File: src/rtl/alien_bullet.sv
// Enemy shot controller: cooldown, pseudo-random column pick, bottom-most live alien launch,
// per-frame descent and retirement on player hit, shield hit or screen bottom.
module alien_bullet #(
  parameter int          N_COLS       = 11,
  parameter int          N_ROWS       = 5,
  parameter int          COL_PITCH    = 16,
  parameter int          ROW_PITCH    = 16,
  parameter int          BULLET_STEP  = 2,
  parameter int          BULLET_Y_MAX = 479,
  parameter int          COOLDOWN     = 60,
  parameter logic [7:0]  LFSR_SEED    = 8'hA5
) (
  input  logic                     frame_clk,
  input  logic                     Reset,
  input  logic                     enable,
  input  logic [N_COLS*N_ROWS-1:0] alien_alive,
  input  logic [9:0]               formation_X,
  input  logic [9:0]               formation_Y,
  input  logic                     hit_player,
  input  logic                     hit_shield,
  output logic [9:0]               bullet_X,
  output logic [9:0]               bullet_Y,
  output logic                     bullet_on_screen,
  output logic                     player_hit
);

  localparam int CD_W  = (COOLDOWN > 1) ? $clog2(COOLDOWN) : 1;
  localparam int COL_W = (N_COLS > 1) ? $clog2(N_COLS) : 1;
  localparam int ROW_W = (N_ROWS > 1) ? $clog2(N_ROWS) : 1;

  localparam logic [1:0] S_IDLE   = 2'd0;
  localparam logic [1:0] S_COOL   = 2'd1;
  localparam logic [1:0] S_SELECT = 2'd2;
  localparam logic [1:0] S_TRAVEL = 2'd3;

  logic [1:0]       state_q, state_d;
  logic [7:0]       lfsr_q, lfsr_d;
  logic [CD_W-1:0]  cd_q, cd_d;
  logic [COL_W-1:0] scol_q, scol_d;
  logic [COL_W-1:0] scnt_q, scnt_d;
  logic [9:0]       bx_q, bx_d;
  logic [9:0]       by_q, by_d;
  logic             on_q, on_d;
  logic             ph_q, ph_d;

  logic             found;
  logic [ROW_W-1:0] hit_row;
  logic [3:0]       nib;
  logic [COL_W-1:0] start_col;
  logic [10:0]      x_sum, y_sum, y_step;
  logic             past_bottom;

  assign lfsr_d = {lfsr_q[6:0], lfsr_q[7] ^ lfsr_q[5] ^ lfsr_q[4] ^ lfsr_q[3]};
  assign nib    = lfsr_q[3:0];
  assign start_col = COL_W'((nib >= 4'(N_COLS)) ? nib - 4'(N_COLS) : nib);

  // Later rows overwrite earlier ones, so hit_row ends up as the bottom-most live alien.
  always_comb begin
    found   = 1'b0;
    hit_row = '0;
    for (int unsigned r = 0; r < N_ROWS; r++) begin
      for (int unsigned c = 0; c < N_COLS; c++) begin
        if (scol_q == COL_W'(c) && alien_alive[r*N_COLS+c]) begin
          found   = 1'b1;
          hit_row = ROW_W'(r);
        end
      end
    end
  end

  assign x_sum  = {1'b0, formation_X} + 11'(scol_q) * 11'(COL_PITCH) + 11'(COL_PITCH / 2);
  assign y_sum  = {1'b0, formation_Y} + (11'(hit_row) + 11'd1) * 11'(ROW_PITCH);
  assign y_step = {1'b0, by_q} + 11'(BULLET_STEP);
  assign past_bottom = y_step > 11'(BULLET_Y_MAX);

  always_comb begin
    state_d = state_q;
    cd_d    = cd_q;
    scol_d  = scol_q;
    scnt_d  = scnt_q;
    bx_d    = bx_q;
    by_d    = by_q;
    on_d    = on_q;
    ph_d    = 1'b0;
    if (state_q != S_IDLE && !enable) begin
      state_d = S_IDLE;
      on_d    = 1'b0;
    end else begin
      case (state_q)
        S_IDLE: begin
          if (enable) begin
            state_d = S_COOL;
            cd_d    = CD_W'(COOLDOWN - 1);
          end
        end
        S_COOL: begin
          if (cd_q == '0) begin
            state_d = S_SELECT;
            scol_d  = start_col;
            scnt_d  = '0;
          end else begin
            cd_d = cd_q - 1'b1;
          end
        end
        S_SELECT: begin
          if (found) begin
            bx_d    = 10'(x_sum);
            by_d    = 10'(y_sum);
            on_d    = 1'b1;
            state_d = S_TRAVEL;
          end else if (scnt_q == COL_W'(N_COLS - 1)) begin
            state_d = S_IDLE;
          end else begin
            scol_d = (scol_q == COL_W'(N_COLS - 1)) ? '0 : scol_q + 1'b1;
            scnt_d = scnt_q + 1'b1;
          end
        end
        S_TRAVEL: begin
          if (hit_player || hit_shield || past_bottom) begin
            ph_d    = hit_player;
            on_d    = 1'b0;
            state_d = S_COOL;
            cd_d    = CD_W'(COOLDOWN - 1);
          end else begin
            by_d = 10'(y_step);
          end
        end
        default: state_d = S_IDLE;
      endcase
    end
  end

  always_ff @(posedge frame_clk or posedge Reset) begin
    if (Reset) begin
      state_q <= S_IDLE;
      lfsr_q  <= LFSR_SEED;
      cd_q    <= '0;
      scol_q  <= '0;
      scnt_q  <= '0;
      bx_q    <= '0;
      by_q    <= '0;
      on_q    <= 1'b0;
      ph_q    <= 1'b0;
    end else begin
      state_q <= state_d;
      lfsr_q  <= lfsr_d;
      cd_q    <= cd_d;
      scol_q  <= scol_d;
      scnt_q  <= scnt_d;
      bx_q    <= bx_d;
      by_q    <= by_d;
      on_q    <= on_d;
      ph_q    <= ph_d;
    end
  end

  assign bullet_X         = bx_q;
  assign bullet_Y         = by_q;
  assign bullet_on_screen = on_q;
  assign player_hit       = ph_q;

endmodule

File: config.mk
export PLATFORM = sky130hd
export DESIGN_NAME = alien_bullet
export DESIGN_NICKNAME = d
export VERILOG_FILES = /design/src/rtl/alien_bullet.sv
export SDC_FILE = /design/constraint.sdc
export NUM_CORES = 1
export LEC_CHECK = 0
export ABC_AREA = 1
export BUFFER_PORTS_ARGS = -buffer_cell sky130_fd_sc_hd__buf_2
export CORE_MARGIN = 5
export CORE_UTILIZATION = 36
export CTS_BUF_LIST = sky130_fd_sc_hd__clkbuf_2
export CTS_CLUSTER_DIAMETER = 100
export CTS_CLUSTER_SIZE = 24
export DETAILED_ROUTE_END_ITERATION = 10
export HOLD_SLACK_MARGIN = 0.1
export PLACE_DENSITY = 0.68
export SETUP_SLACK_MARGIN = 0.3
export SLEW_MARGIN = 10
export SYNTH_ARGS = -nofsm -noshare
export SYNTH_HDL_FRONTEND = slang
export SYNTH_SLANG_ARGS = --single-unit
File: constraint.sdc
create_clock -name frame_clk -period 5.2 [get_ports frame_clk]
set_input_delay 1.04 -clock frame_clk [delete_from_list [all_inputs] [get_ports frame_clk]]
set_output_delay 1.04 -clock frame_clk [all_outputs]
set_load 0.02 [all_outputs]
### Word-level counts from Yosys, hierarchy flattened

Cells that the tools add are included.

* register bits after elaboration: 46
* input bits: 80
* logic and storage cells: 254

* add/sub/neg operators: 9
* magnitude comparators: 2
* eq/ne operators: 27
* multiplexer cells: 130
* bitwise logic cells: 4
* reduce and logical (&&, ||, !) cells: 73

Operators with widths (number)
* 2-to-1 mux 3 bit: 43
* 2-to-1 mux 1 bit: 62
* logical AND 1 bit: 56
* 2-to-1 mux 4 bit: 8
* adder 10 x 8 -> 10 bit: 2
* 2-to-1 mux 10 bit: 2
* case mux 10 bit (2 select lines): 1
* 2-to-1 mux 6 bit: 3
* case mux 6 bit (3 select lines): 1
* equality test 4 x 3 -> 1 bit (second input constant): 4
* equality test 4 bit (second input constant): 4
* inequality test 2 bit (second input constant): 8
* case mux 4 bit (2 select lines): 2
* 2-to-1 mux 2 bit: 6
* inequality test 3 bit (second input constant): 4
* adder 10 x 2 -> 11 bit (second input constant): 1
* greater-than comparator 11 x 9 -> 1 bit (second input constant): 1
* adder 10 x 4 -> 10 bit (second input constant): 1
* AND reduction 5 bit: 2
* adder 4 x 1 -> 4 bit (second input constant): 2
* equality test 4 x 2 -> 1 bit (second input constant): 2
* case mux 2 bit (4 select lines): 1
* AND reduction 4 bit: 2
* zero test 6 bit: 1
* 18 further kinds: 26

### Longest topological paths before layout

Gate-level depths: netlist of run 1.

* depth after elaboration: 60
* gate-level depth with buffers: 23
* mapped depth without buffers: 23

### Worst setup path before layout of run 1

No wires, ideal clock.

* kind: input port to flip-flop
* start point: input port alien_alive[23]
* end point: register by_q[7], in the netlist bullet_Y[7]
* library setup time: 127 ps
* arrival: 2997 ps
* setup slack: 2076 ps
* stages: 13
* path buffers: 0
* path through: and3_1 > nor2_1 > nand3_1 > nor2_2 > nor2_1 > ha_1 > xor2_1 > ha_1 > a21oi_1 > nand2_1 > or2_2 > a31oi_1 > o21ai_0

* cells in the longest elaborated chain, start to end: 37
* elaborated cells on any way between the ends: 71
* those cells by class: 2 x add/sub; 1 x eq/ne; 66 x mux; 2 x reduce/logical

RTL lines
* start, declared: line 16 `input logic [N_COLS*N_ROWS-1:0] alien_alive,`
* logical AND 1 bit *: line 63 `if (scol_q == COL_W'(c) && alien_alive[r*N_COLS+c]) begin`
* 2-to-1 mux 3 bit (32 in series): line 63
* adder 3 x 1 -> 4 bit: line 72 `assign y_sum = {1'b0, formation_Y} + (11'(hit_row) + 11'd1) * 11'(ROW_PITCH);`
* adder 10 x 8 -> 10 bit: line 72
* 2-to-1 mux 10 bit: line 106 `if (found) begin`
* case mux 10 bit (2 select lines): line 89 `case (state_q)`
* end signal, assigned: line 151 `by_q <= by_d;`
* end, declared: line 42 `logic [9:0] by_q, by_d;`

Mark *: on every way between the ends. The rest lies on a longest branch, timed or not. The select of a mux whose other input is x is not followed.
A chain may end at the register's enable or synchronous reset.

### Worst setup path in the final report of run 1

* start point: register scol_q[0]
* end point: register by_q[9], in the netlist bullet_Y[9]

* cells in the longest elaborated chain, start to end: 59
* elaborated cells on any way between the ends: 171
* those cells by class: 2 x add/sub; 11 x eq/ne; 101 x mux; 57 x reduce/logical

RTL lines
* start, declared: line 39 `logic [COL_W-1:0] scol_q, scol_d;`
* start signal, assigned: line 148 `scol_q <= scol_d;`
* zero test 4 bit: line 63
* logical AND 1 bit: line 63
* 2-to-1 mux 1 bit (55 in series): line 63
* inequality test 2 bit (no line)
* AND reduction 4 bit (no line)

Several ways; a longest one is shown, not always the timed one. The select of a mux whose other input is x is not followed.

==> reports/metrics.yaml, run 1 <==
run_status:
  status: "complete, no violations"
placement:
  gp_congestion: 0.904
  hpwlAfterDp_um: 7470
  portBuffers: 101
timing:
  fin_crit_sh_pct: 67.1
  drv_slew: 0
  tns_ns: 0
  slew-limit-headroom_pct: 33.7
  fmax_mhz: 287
  finalHoldViolCount: 0
  setup_violations: 0
  finClkSkew_ns: 0.0352
  rsz0062_at_grt: "no"
  finalCriticalPeriod_ns: 3.49
  tightest_slew_ns: 0.993
synthesis:
  synth_edf_count: 0
  yosys_warnings: 0
  avgSynthCellArea_um2: 6.75
  yosysSeqAreaShare_pct: 32.8
  dominantRegCellSynth: "dfrtp_1"
  ys_ff_latch: 46
  async_flop_share_pct: 100
  synth_nets: 625
  syn-cell-area_mm2: 0.00352
  synthDistinctLibCells: 34
  synthCells: 522
setup_path:
  crit_start: "scol_q[0]"
  crit_top_cell: "nand2_1"
  crit_family: "simple AND/OR/NAND/NOR gates"
  slowest_delay_ns: 0.70
  path_depth: 20
  ff2ff_setup_slack_ns: 1.71
  reg2reg_from: "scol_q[0]"
  crit_slowest_cell: "nor2_1"
  path_cells: "nor2_1 -> nand3_1 -> nand2_1 -> nor2_1 -> nand3_1 -> o21bai_1 -> nand2_1 -> inv_1 -> ha_1 -> xor2_1 -> ha_1 -> a21oi_1 -> nand2_1 -> nand2_1 -> nand2_1 -> nand2_1 -> xor2_1 -> o21ai_0 -> nand3_1 -> nand2_1"
  setup.worst_path.start_class: "register"
  path_buf_inv: 1
  critPathRequiredTime_ns: 5.62
  cp.arrival_ns: 3.90
  worstSetupPathType: "reg -> reg"
  worstRegToRegCells: 20
  critPathMaxFanout: 13
  crit_path_end_kind: "register"
detailed_routing:
  drc: 0
  routed_wl_um: 9430
  via_per_inst: 4.81
  ant_nets: 0
  drt_pre_antenna_iters: 4
  vias: 3632
  routedWlPerCell_um: 12.5
  drt_iter0_drc: 215
cts:
  holdBufCountCts: 0
  post-cts-setup-buffer-count: 0
  clock_latency_ns: 0.47
  htree_levels: 2
  cts_made_buffers: 5
  clk_pin_slew_ns: 0.31
  cts_tree: "done"
  root_buffer: "clkbuf_2"
  clock_path_buffers: 2
  cts_resized: 0
  cts.sink_count: 46
power_and_ir_drop:
  power.switching_w: 0.000794
  switching_share_pct: 49.4
  leakagePower_nw: 2.34
  powerDensity_mw_per_mm2: 383
  peakVddDrop_uv: 178
  combPwrFrac_pct: 54.2
  clockPowerShare_pct: 11.3
  seqPwrFrac_pct: 34.5
  power.internal_w: 0.000813
layout:
  fill_cells: 1048
  fin_util_pct: 43.5
  layout_commonest_cell: "nand2_1"
  layout_common_cells: "nand2_1, buf_2, nor2_1, nand3_1, inv_1"
  drive_above_1_share_pct: 20.7
  antenna_cells: 0
  nets: 724
  syn2layout_area_growth_pct: 19.0
floorplanning:
  die_area_mm2: 0.0119
  fp.dieW_um: 109
  start_util_pct: 36.5
  boundaryPins: 102
  core_mm2: 0.00964
  die_h_um: 109
  core.rowCount: 36
global_route:
  grt_first_pass_wirelength_um: 15600
  grt_start_max_net_pins: 47
  antenna_found_initial: 0
  grt_pass1_vias: 3507
  grt_overflow: 0
  track_usage_pct: 15.9
worst_hold_path:
  hold_path.class: "reg -> reg"
  hold-path-cell-count: 0
  hold_path.startpoint: "lfsr_q[6]"
run:
  cap_violations: 0
synth_stat cells (5+ instances only):
library cell | count | area (µm²)
nor2_1 | 63 | 236
inv_1 | 48 | 180
a21oi_1 | 6 | 30.0
nand3_2 | 5 | 50.1
o21ai_0 | 43 | 215
xor2_1 | 11 | 96.3
ha_1 | 21 | 263
xnor2_1 | 8 | 70.1
o21ai_1 | 6 | 30.0
dfrtp_1 | 42 | 1050
nand3_1 | 57 | 285
nand4_1 | 6 | 37.5
nand2_1 | 169 | 634
metal layers:
metal  share of wire [%]  vias up  GRT usage (%)
li1                    -     1876              -
met1                  46     1642           21.1
met2                  46      105           27.3
met3                 7.1        9           3.20
met4                0.70        0           2.61
met5                   0        -              0
power by group through the flow:
stage	clock network, W	logic (W)	registers [W]
floorplan	0	0.000552	0.000635
global placement	0	0.000850	0.000557
detailed placement	0	0.000874	0.000559
CTS	0.000186	0.000878	0.000553
global route	0.000199	0.000991	0.000572
finish	0.000182	0.000871	0.000554
logic make-up after synthesis:
kind of cell / after synthesis / share of synthesized area (%)
and+or+nand+nor: 309 / 37.0
AOI/OAI and AO/OA: 63 / 9.70
buffers and inverters: 61 / 7.07
DFF: 46 / 32.8
adders and majority gates: 23 / 8.60
xor gates and xnor gates: 19 / 4.72
other: 1 / 0.106
metrics by stage:
| step | cells | power [W] | hold WS, ns | area (µm²) | setup slack, ns |
|---|---|---|---|---|---|
| floorplan | 522 | 0.00119 | 0.333 | 3520 | 2.08 |
| global placement | 747 | 0.00141 | 0.337 | 4140 | 1.80 |
| detailed placement | 747 | 0.00143 | 0.348 | 4140 | 1.70 |
| CTS | 755 | 0.00162 | 0.395 | 4190 | 1.75 |
| global route | 755 | 0.00176 | 0.395 | 4190 | 1.46 |
| finish | 755 | 0.00161 | 0.391 | 4190 | 1.71 |
flip-flops by register name (all words and copies together) (netlist names):
signal	flops
state_q	2
bullet_on_screen	1
bullet_X	10
lfsr_q	8
cd_q	6
scnt_q	4
player_hit	1
bullet_Y	10
scol_q	4
cell type report:
cell class	count	area (µm²)	area share, %
repair buffers	101	505	12.1
inverters	52	195	4.66
well taps	133	166	3.97
multi-input cells	415	2120	50.5
clock inverters	3	26.3	0.627
clock buffers	5	25.0	0.597
flip-flops and latches	46	1160	27.6
worst paths after layout:
kind | end
min reg2reg | lfsr_q[7]
min | lfsr_q[7]
max in group asynchronous | scol_q[2]
min in group asynchronous | bullet_Y[8]
max reg2reg | bullet_Y[9]
max | bullet_Y[9]
(Power assumes the default switching activity.)
==> run 2: changes to the inputs <==
--- a/config.mk
+++ b/config.mk
@@ -14,7 +14,7 @@
 export CTS_CLUSTER_SIZE = 24
 export DETAILED_ROUTE_END_ITERATION = 10
 export HOLD_SLACK_MARGIN = 0.1
-export PLACE_DENSITY = 0.68
+export PLACE_DENSITY = 0.7
 export SETUP_SLACK_MARGIN = 0.3
 export SLEW_MARGIN = 10
 export SYNTH_ARGS = -nofsm -noshare
==> constraint.sdc (replaced) <==
create_clock -name frame_clk -period 2.89 [get_ports frame_clk]
set_input_delay 0.578 -clock frame_clk [delete_from_list [all_inputs] [get_ports frame_clk]]
set_output_delay 0.578 -clock frame_clk [all_outputs]
set_load 0.02 [all_outputs]
==> run 2 against run 1 <==
  * Routed wire length rose by 4.4%
  * The flow now finishes with violations (negative setup slack)
  * Sequential cell count is the same
  * Via count is 4.6% higher
  * Cell area is 9.9% higher
  * Power up 94%
  * Maximum frequency grew 19%
  * Global-route usage grew 0.91 points
  * Highest routed layer unchanged
  * Critical path depth shrank 2
  * Critical path type unchanged
  * First-iteration DRC count is 4.7% lower
  * Clock skew decreased by 0.026 ns
  * Count of clock-buffer cells in the layout unchanged
==> reports/metrics.yaml, run 2 (synthesis gave the netlist of run 1 again) <==
setup_path:
  crit_top_cell: "nand2_1"
  critPathMaxFanout: 7  # -6
  crit_slowest_cell: "dfrtp_2"
  setup.worst_path.start_class: "register"
  slowest_delay_ns: 0.50  # -0.20 ns
  path_cells: "buf_6 -> nor2_4 -> buf_6 -> nand3_1 -> nand2_1 -> nor2_2 -> nand3_2 -> o21bai_1 -> nand2_1 -> inv_2 -> ha_4 -> xor2_1 -> ha_1 -> a21oi_2 -> nand2_1 -> or2_2 -> a31oi_1 -> o21ai_1"
  cp.arrival_ns: 3.29  # -0.61 ns
  critPathRequiredTime_ns: 3.26  # -2.36 ns
  crit_path_end_kind: "register"
  worstSetupPathType: "reg -> reg"
detailed_routing:
  highest_layer: "met4"
  ant_nets: 0  # unchanged
  wl_met3_um: 606  # -9.7%
  m1WireLength_um: 4370  # +1.3%
  routed_wl_um: 9850  # +4.4%
  routedWlPerCell_um: 12.6  # +1.1%
  drt_pre_antenna_iters: 4  # unchanged
  vias: 3798  # +4.6%
  drc: 0  # unchanged
  wl_met2_um: 4750  # +8.6%
  via_per_inst: 4.87  # +1.2%
  drt_iter0_drc: 205  # -4.7%
cts:
  root_buffer: "clkbuf_2"
  cts.sink_count: 46  # unchanged
  clock_path_buffers: 2  # unchanged
  clock_latency_ns: 0.43  # -0.04 ns
  clk_pin_slew_ns: 0.28  # -0.03 ns
  cts_made_buffers: 5  # unchanged
  holdBufCountCts: 0  # unchanged
  cts_tree: "done"
  htree_levels: 2  # unchanged
timing:
  tns_ns: -0.0683  # -0.0683 ns
  finalHoldViolCount: 0  # unchanged
  finalCriticalPeriod_ns: 2.92  # -0.565 ns
  drv_slew: 0  # unchanged
  finClkSkew_ns: 0.00929  # -0.0259 ns
  tightest_slew_ns: 0.708  # -0.286 ns
  fin_ws_ns: -0.0337  # -1.75 ns
  fmax_mhz: 342  # +19%
  slew-limit-headroom_pct: 52.7  # +19 points
  rsz0062_at_grt: "yes"
  setup_violations: 3  # +3
  fin_crit_sh_pct: 101  # +34 points
  holdWs_ns: 0.204  # -0.187 ns
floorplanning:
  core.rowCount: 36  # unchanged
  boundaryPins: 102  # unchanged
  die_area_mm2: 0.0119  # unchanged
  fp.dieW_um: 109  # unchanged
  start_util_pct: 36.5  # unchanged
  die_h_um: 109  # unchanged
  core_mm2: 0.00964  # unchanged
placement:
  gp_congestion: 0.940  # +3.9%
  dp_slack_ns: -0.0680  # -1.77 ns
  placed_area_mm2: 0.00429  # +3.7%
  hpwlAfterDp_um: 7720  # +3.3%
  portBuffers: 101  # unchanged
global_route:
  antenna_found_initial: 0  # unchanged
  grt_overflow: 0  # unchanged
  grt_start_max_net_pins: 34  # -28%
  track_usage_pct: 16.8  # +0.91 points
  grt_pass1_vias: 3719  # +6.0%
  grt_first_pass_wirelength_um: 16400  # +5.3%
layout:
  syn2layout_area_growth_pct: 30.7
  seq_area_mm2: 0.00116  # +0.43%
  antenna_cells: 0  # unchanged
  fill_cells: 983  # -6.2%
  nets: 749  # +3.5%
  drive_above_1_share_pct: 30.3  # +9.6 points
  layout_common_cells: "nand2_1, buf_2, nor2_1, nand3_1, inv_1"
  design_area_mm2: 0.00460  # +9.9%
  multi_input_area_mm2: 0.00232  # +9.4%
  layout_commonest_cell: "nand2_1"
power_and_ir_drop:
  powerDensity_mw_per_mm2: 676  # +76%
  leakagePower_nw: 2.49  # +6.1%
  peakVddDrop_uv: 330  # +85%
  power_w: 0.00311  # +94%
run_status:
  violations: "negative setup slack"
  status: "complete, but fails checks"
worst_hold_path:
  hold_path.class: "in -> async"
run:
  cap_violations: 0  # unchanged
run 2: cell count changes in the layout (fill, tap and decap cells not counted), moves of 7 or more:
| cell | before | now |
|---|---|---|
| buf_4 | 0 | 20 |
| nor2_1 | 63 | 49 |
| nor2_2 | 3 | 12 |
| nand3_1 | 57 | 49 |
| nand2_1 | 169 | 162 |
run 2: final cells by class:
cell class	instances	share of cell area (%)
clock buffers	5	0.543
inverters	52	4.24
clock inverters	3	0.625
well taps	133	3.61
flip-flops and latches	46	25.2
repair buffers	126	15.5
multi-input cells	415	50.3
run 2: worst paths after layout:
path / slack (ns) / from / cells past startpoint / endpoint
worst min-delay path: 0.20 / Reset / 2 / cd_q[1]
min in group frame_clk: 0.31 / formation_X[2] / 3 / bullet_X[2]
max in group asynchronous: 2.02 / Reset / 3 / bullet_Y[0]
worst min register to register: 0.38 / lfsr_q[6] / 0 / lfsr_q[7]
worst max register to register: -0.03 / scol_q[3] / 18 / bullet_Y[7]
worst max-delay path: -0.03 / scol_q[3] / 18 / bullet_Y[7]
run 2: repair_timing:
| item | CTS | global route |
|---|---|---|
| pin swaps | 5 | 20 |
| setup buffers | 7 | 3 |
| cloned | 0 | 0 |
| gates resized for setup | 11 | 34 |
| endpoints found under the setup margin | 5 | 6 |
run 2: metal layers:
layer	vias up	GRT usage, %
met5	-	0
met4	0	4.06
met3	12	4.09
met2	106	28.4
met1	1745	21.6
li1	1935	-
run 2: metrics by stage:
stage	instances	utilization (%)
3_5_place_dp	762	44.5
5_1_grt	780	47.8
6_report	780	47.8
2_1_floorplan	522	-
3_3_place_gp	762	44.5
4_1_cts	777	46.0
run 2: critical path: cells and delay by family, from the launching register on:
family	cells	cell delay, ns
xor gates and xnor gates	1	0.13
buffers and inverters	3	0.34
DFF	1	0.50
and+or+nand+nor	8	0.97
adders and majority gates	2	0.48
AOI/OAI and AO/OA	4	0.46
run 2: power breakdown:
part	total (W)	switching, W	internal, W
clock network	0.000320	0.000248	0.0000722
logic	0.00180	0.00108	0.000720
registers	0.000996	0.000173	0.000823
==> run 3: changes to the inputs <==
--- a/config.mk
+++ b/config.mk
@@ -5,16 +5,15 @@
 export SDC_FILE = /design/constraint.sdc
 export NUM_CORES = 1
 export LEC_CHECK = 0
-export ABC_AREA = 1
 export BUFFER_PORTS_ARGS = -buffer_cell sky130_fd_sc_hd__buf_2
 export CORE_MARGIN = 5
-export CORE_UTILIZATION = 36
+export CORE_UTILIZATION = 45
 export CTS_BUF_LIST = sky130_fd_sc_hd__clkbuf_2
 export CTS_CLUSTER_DIAMETER = 100
 export CTS_CLUSTER_SIZE = 24
 export DETAILED_ROUTE_END_ITERATION = 10
 export HOLD_SLACK_MARGIN = 0.1
-export PLACE_DENSITY = 0.7
+export PLACE_DENSITY = 0.82
 export SETUP_SLACK_MARGIN = 0.3
 export SLEW_MARGIN = 10
 export SYNTH_ARGS = -nofsm -noshare
==> run 3 against run 2 <==
  * The run still ends with negative setup slack left
  * Worst hold slack improved by 0.14 ns
  * Sequential share of layout area decreased by 2.8 points
  * Clock skew increased by 0.020 ns
  * Synthesized cell count decreased by 23%
  * Setup slack got worse by 0.45 ns
  * Cell count decreased by 15%
  * First-iteration DRC count increased by 63%
  * Clock power increased by 24%
  * Synthesized area increased by 6.0%
  * Global-route usage increased by 5.0 points
  * Via count increased by 5.4%
  * Cell area increased by 12%
  * Largest cell class unchanged
==> reports/metrics.yaml, run 3 <==
synthesis:
  synth_nets: 507  # -19%
  ys_ff_latch: 46  # unchanged
  avgSynthCellArea_um2: 9.24  # +37%
  synth_top_cell_area_share_pct: 28.2  # -1.7 points
  yosysSeqAreaShare_pct: 31.0  # -1.9 points
  synth_area_leaders: "dfrtp_1, ha_1, mux2_4"
  syn-cell-area_mm2: 0.00373  # +6.0%
  async_flop_share_pct: 100  # unchanged
  yosysTopAreaCell: "dfrtp_1"
  dominantRegCellSynth: "dfrtp_1"
  synth_top_cells_by_count: "dfrtp_1, nand2_1, inv_1"
  yosys_warnings: 0  # unchanged
  yosysMostFrequentCell: "dfrtp_1"
  synthCells: 404  # -23%
  synthDistinctLibCells: 78  # +130%
  synth_edf_count: 0  # unchanged
layout:
  fill_cells: 623  # -37%
  drive_above_1_share_pct: 44.2  # +14 points
  layout_common_cells: "buf_2, buf_4, dfrtp_1, nand2_1, inv_1"
  layout_commonest_cell: "buf_2"
  nets: 659  # -12%
  syn2layout_area_growth_pct: 38.5
  antenna_cells: 0  # unchanged
  finalNonFillerCells: 662  # -15%
cts:
  cts.sink_count: 46  # unchanged
  cts_tree: "done"
  htree_levels: 2  # unchanged
  root_buffer: "clkbuf_2"
  clk_pin_slew_ns: 0.28  # about the same
  clock_path_buffers: 2  # unchanged
  clock_latency_ns: 0.45  # +0.02 ns
  cts_made_buffers: 5  # unchanged
power_and_ir_drop:
  clockPowerShare_pct: 12.1  # +1.8 points
  power_w: 0.00329  # +5.7%
  peakVddDrop_uv: 454  # +38%
  switching_share_pct: 46.3  # -1.9 points
  leakagePower_nw: 2.39  # -3.6%
  combPwrFrac_pct: 56.8  # -0.9 points
  seqPwrFrac_pct: 31.1  # -0.9 points
  powerDensity_mw_per_mm2: 636  # -5.9%
  power.switching_w: 0.00152  # +1.6%
  power.internal_w: 0.00177  # +9.4%
detailed_routing:
  routed_wl_um: 11900  # +20%
  drt_pre_antenna_iters: 5  # +1
  via_per_inst: 6.05  # +24%
  ant_nets: 0  # unchanged
  drt_iter0_drc: 335  # +63%
  drc: 0  # unchanged
  routedWlPerCell_um: 17.9  # +42%
  vias: 4003  # +5.4%
setup_path:
  cp.arrival_ns: 3.79  # +0.50 ns
  reg2reg_from: "scol_q[1]"
  crit_path_end_kind: "register"
  worstSetupPathType: "reg -> reg"
  crit_start: "scol_q[1]"
  critPathMaxFanout: 16  # +9
  critPathRequiredTime_ns: 3.31  # +0.05 ns
  setup.worst_path.start_class: "register"
placement:
  placedCellCount: 633  # -17%
  hpwlAfterDp_um: 7970  # +3.2%
  portBuffers: 101  # unchanged
  gp_congestion: 0.853  # -9.2%
worst_hold_path:
  hold_path.class: "in -> reg"
  hold_path.startpoint: "formation_X[0]"
timing:
  finClkSkew_ns: 0.0298  # +0.0205 ns
  tightest_slew_ns: 0.527  # -0.181 ns
  drv_slew: 0  # unchanged
  finalCriticalPeriod_ns: 3.37  # +0.447 ns
  setup_violations: 21  # +18
  holdWs_ns: 0.343  # +0.139 ns
  fmax_mhz: 297  # -13%
  tns_ns: -2.43  # -2.36 ns
  fin_crit_sh_pct: 117  # +15 points
  rsz0062_at_grt: "yes"
  finalHoldViolCount: 0  # unchanged
  fin_ws_ns: -0.481  # -0.447 ns
  slew-limit-headroom_pct: 64.9  # +12 points
global_route:
  grt_first_pass_wirelength_um: 18300  # +12%
  grt_start_max_net_pins: 23  # -32%
  antenna_found_initial: 0  # unchanged
  track_usage_pct: 21.8  # +5.0 points
  met1_usage_pct: 26.8  # +5.2 points
  grt_pass1_vias: 3948  # +6.2%
  grt-busiest-layer: "met2"
  grt_use_met3_pct: 4.57  # +0.48 points
  grtUsageMet2_pct: 37.2  # +8.8 points
  grt_overflow: 0  # unchanged
run_status:
  status: "complete, but fails checks"
  violations: "negative setup slack"
floorplanning:
  fp.dieW_um: 101  # -7.2%
  boundaryPins: 102  # unchanged
  core.rowCount: 33  # -8.3%
  die_h_um: 101  # -7.2%
  start_util_pct: 45.9  # +9.4 points
  die_area_mm2: 0.0102  # -14%
  core_mm2: 0.00813  # -16%
run:
  cap_violations: 0  # unchanged
==> run 3: cell types whose count changed in the layout (fill, tap and decap cells not counted), sizes merged, moves of 8 or more <==
cell	change
mux2i	+9
nand2	-142
nand3	-46
nor2	-49
nor3	+8
buf	+43
a21oi	+12
o21ai	-27
mux2	+20
and3	+9
inv	-29
==> run 3: path summary, 6_finish.rpt <==
kind | to | slack [ns] | depth (start not counted)
setup / recovery | bullet_Y[9] | -0.48 | 15
hold / removal | bullet_X[0] | 0.34 | 2
setup reg to reg | bullet_Y[9] | -0.48 | 15
hold reg to reg | lfsr_q[7] | 0.39 | 0
max in group asynchronous | scol_q[0] | 1.69 | 4
min in group asynchronous | lfsr_q[6] | 0.55 | 3
==> run 3: through the flow <==
| stage | area [µm²] | utilization (%) | setup slack [ns] |
|---|---|---|---|
| after floorplan | 3790 | - | -0.408 |
| after CTS | 4980 | 61.2 | -0.426 |
| after global routing | 5170 | 63.6 | -0.616 |
| after detailed placement | 4660 | 57.3 | -0.582 |
| after global placement | 4660 | 57.3 | -0.509 |
| final | 5170 | 63.6 | -0.481 |
==> run 3: final cells by class <==
| cell class | count | area, µm² | share of cell area [%] |
|---|---|---|---|
| Timing Repair Buffer | 170 | 1110 | 21.5 |
| Sequential cell | 46 | 1160 | 22.4 |
| Tap cell | 105 | 131 | 2.54 |
| Inverter | 26 | 97.6 | 1.89 |
| Multi-Input combinational cell | 307 | 2600 | 50.2 |
| Clock inverter | 3 | 48.8 | 0.944 |
| Clock buffer | 5 | 25.0 | 0.484 |
==> run 3: critical path, stage by stage, from the launching register on <==
cell	delay, ns
dfrtp_2	0.55
buf_12	0.18
and3_1	0.18
o211ai_1	0.23
o2111ai_2	0.16
or3b_4	0.40
and2_4	0.15
ha_4	0.15
xnor2_1	0.12
ha_1	0.35
a21oi_2	0.19
nor2b_1	0.06
o21ai_1	0.16
xor2_1	0.08
or3_1	0.30
nand3_1	0.07
==> run 3: logic make-up after synthesis <==
family	Yosys count	share of synthesized area (%)
DFF	46	31.0
adders and majority gates	23	8.11
buffers and inverters	52	6.50
muxes	30	10.3
AOI/OAI and AO/OA	119	23.6
other	1	0.100
and+or+nand+nor	119	17.2
xor gates and xnor gates	14	3.28
==> run 3: timing repair <==
item	4_1_cts	5_1_grt
cloned	2	0
pin swaps	17	22
hold buffers	1	0
setup endpoints to repair	33	36
hold endpoints to repair	8	0
resized for setup	31	32
setup buffers	11	7
==> run 3: routing by layer <==
metal	part of all wire, %	vias up
met5	0	-
met4	2.3	0
met3	8.9	34
met2	50	223
met1	39	1921
li1	-	1825
==> run 3: power groups by stage <==
stage / clock [W] / combinational, W / sequential, W
floorplan: 0 / 0.00100 / 0.00114
global placement: 0 / 0.00156 / 0.00100
detailed placement: 0 / 0.00161 / 0.00102
CTS: 0.000402 / 0.00177 / 0.00101
global route: 0.000438 / 0.00202 / 0.00106
finish: 0.000398 / 0.00187 / 0.00102
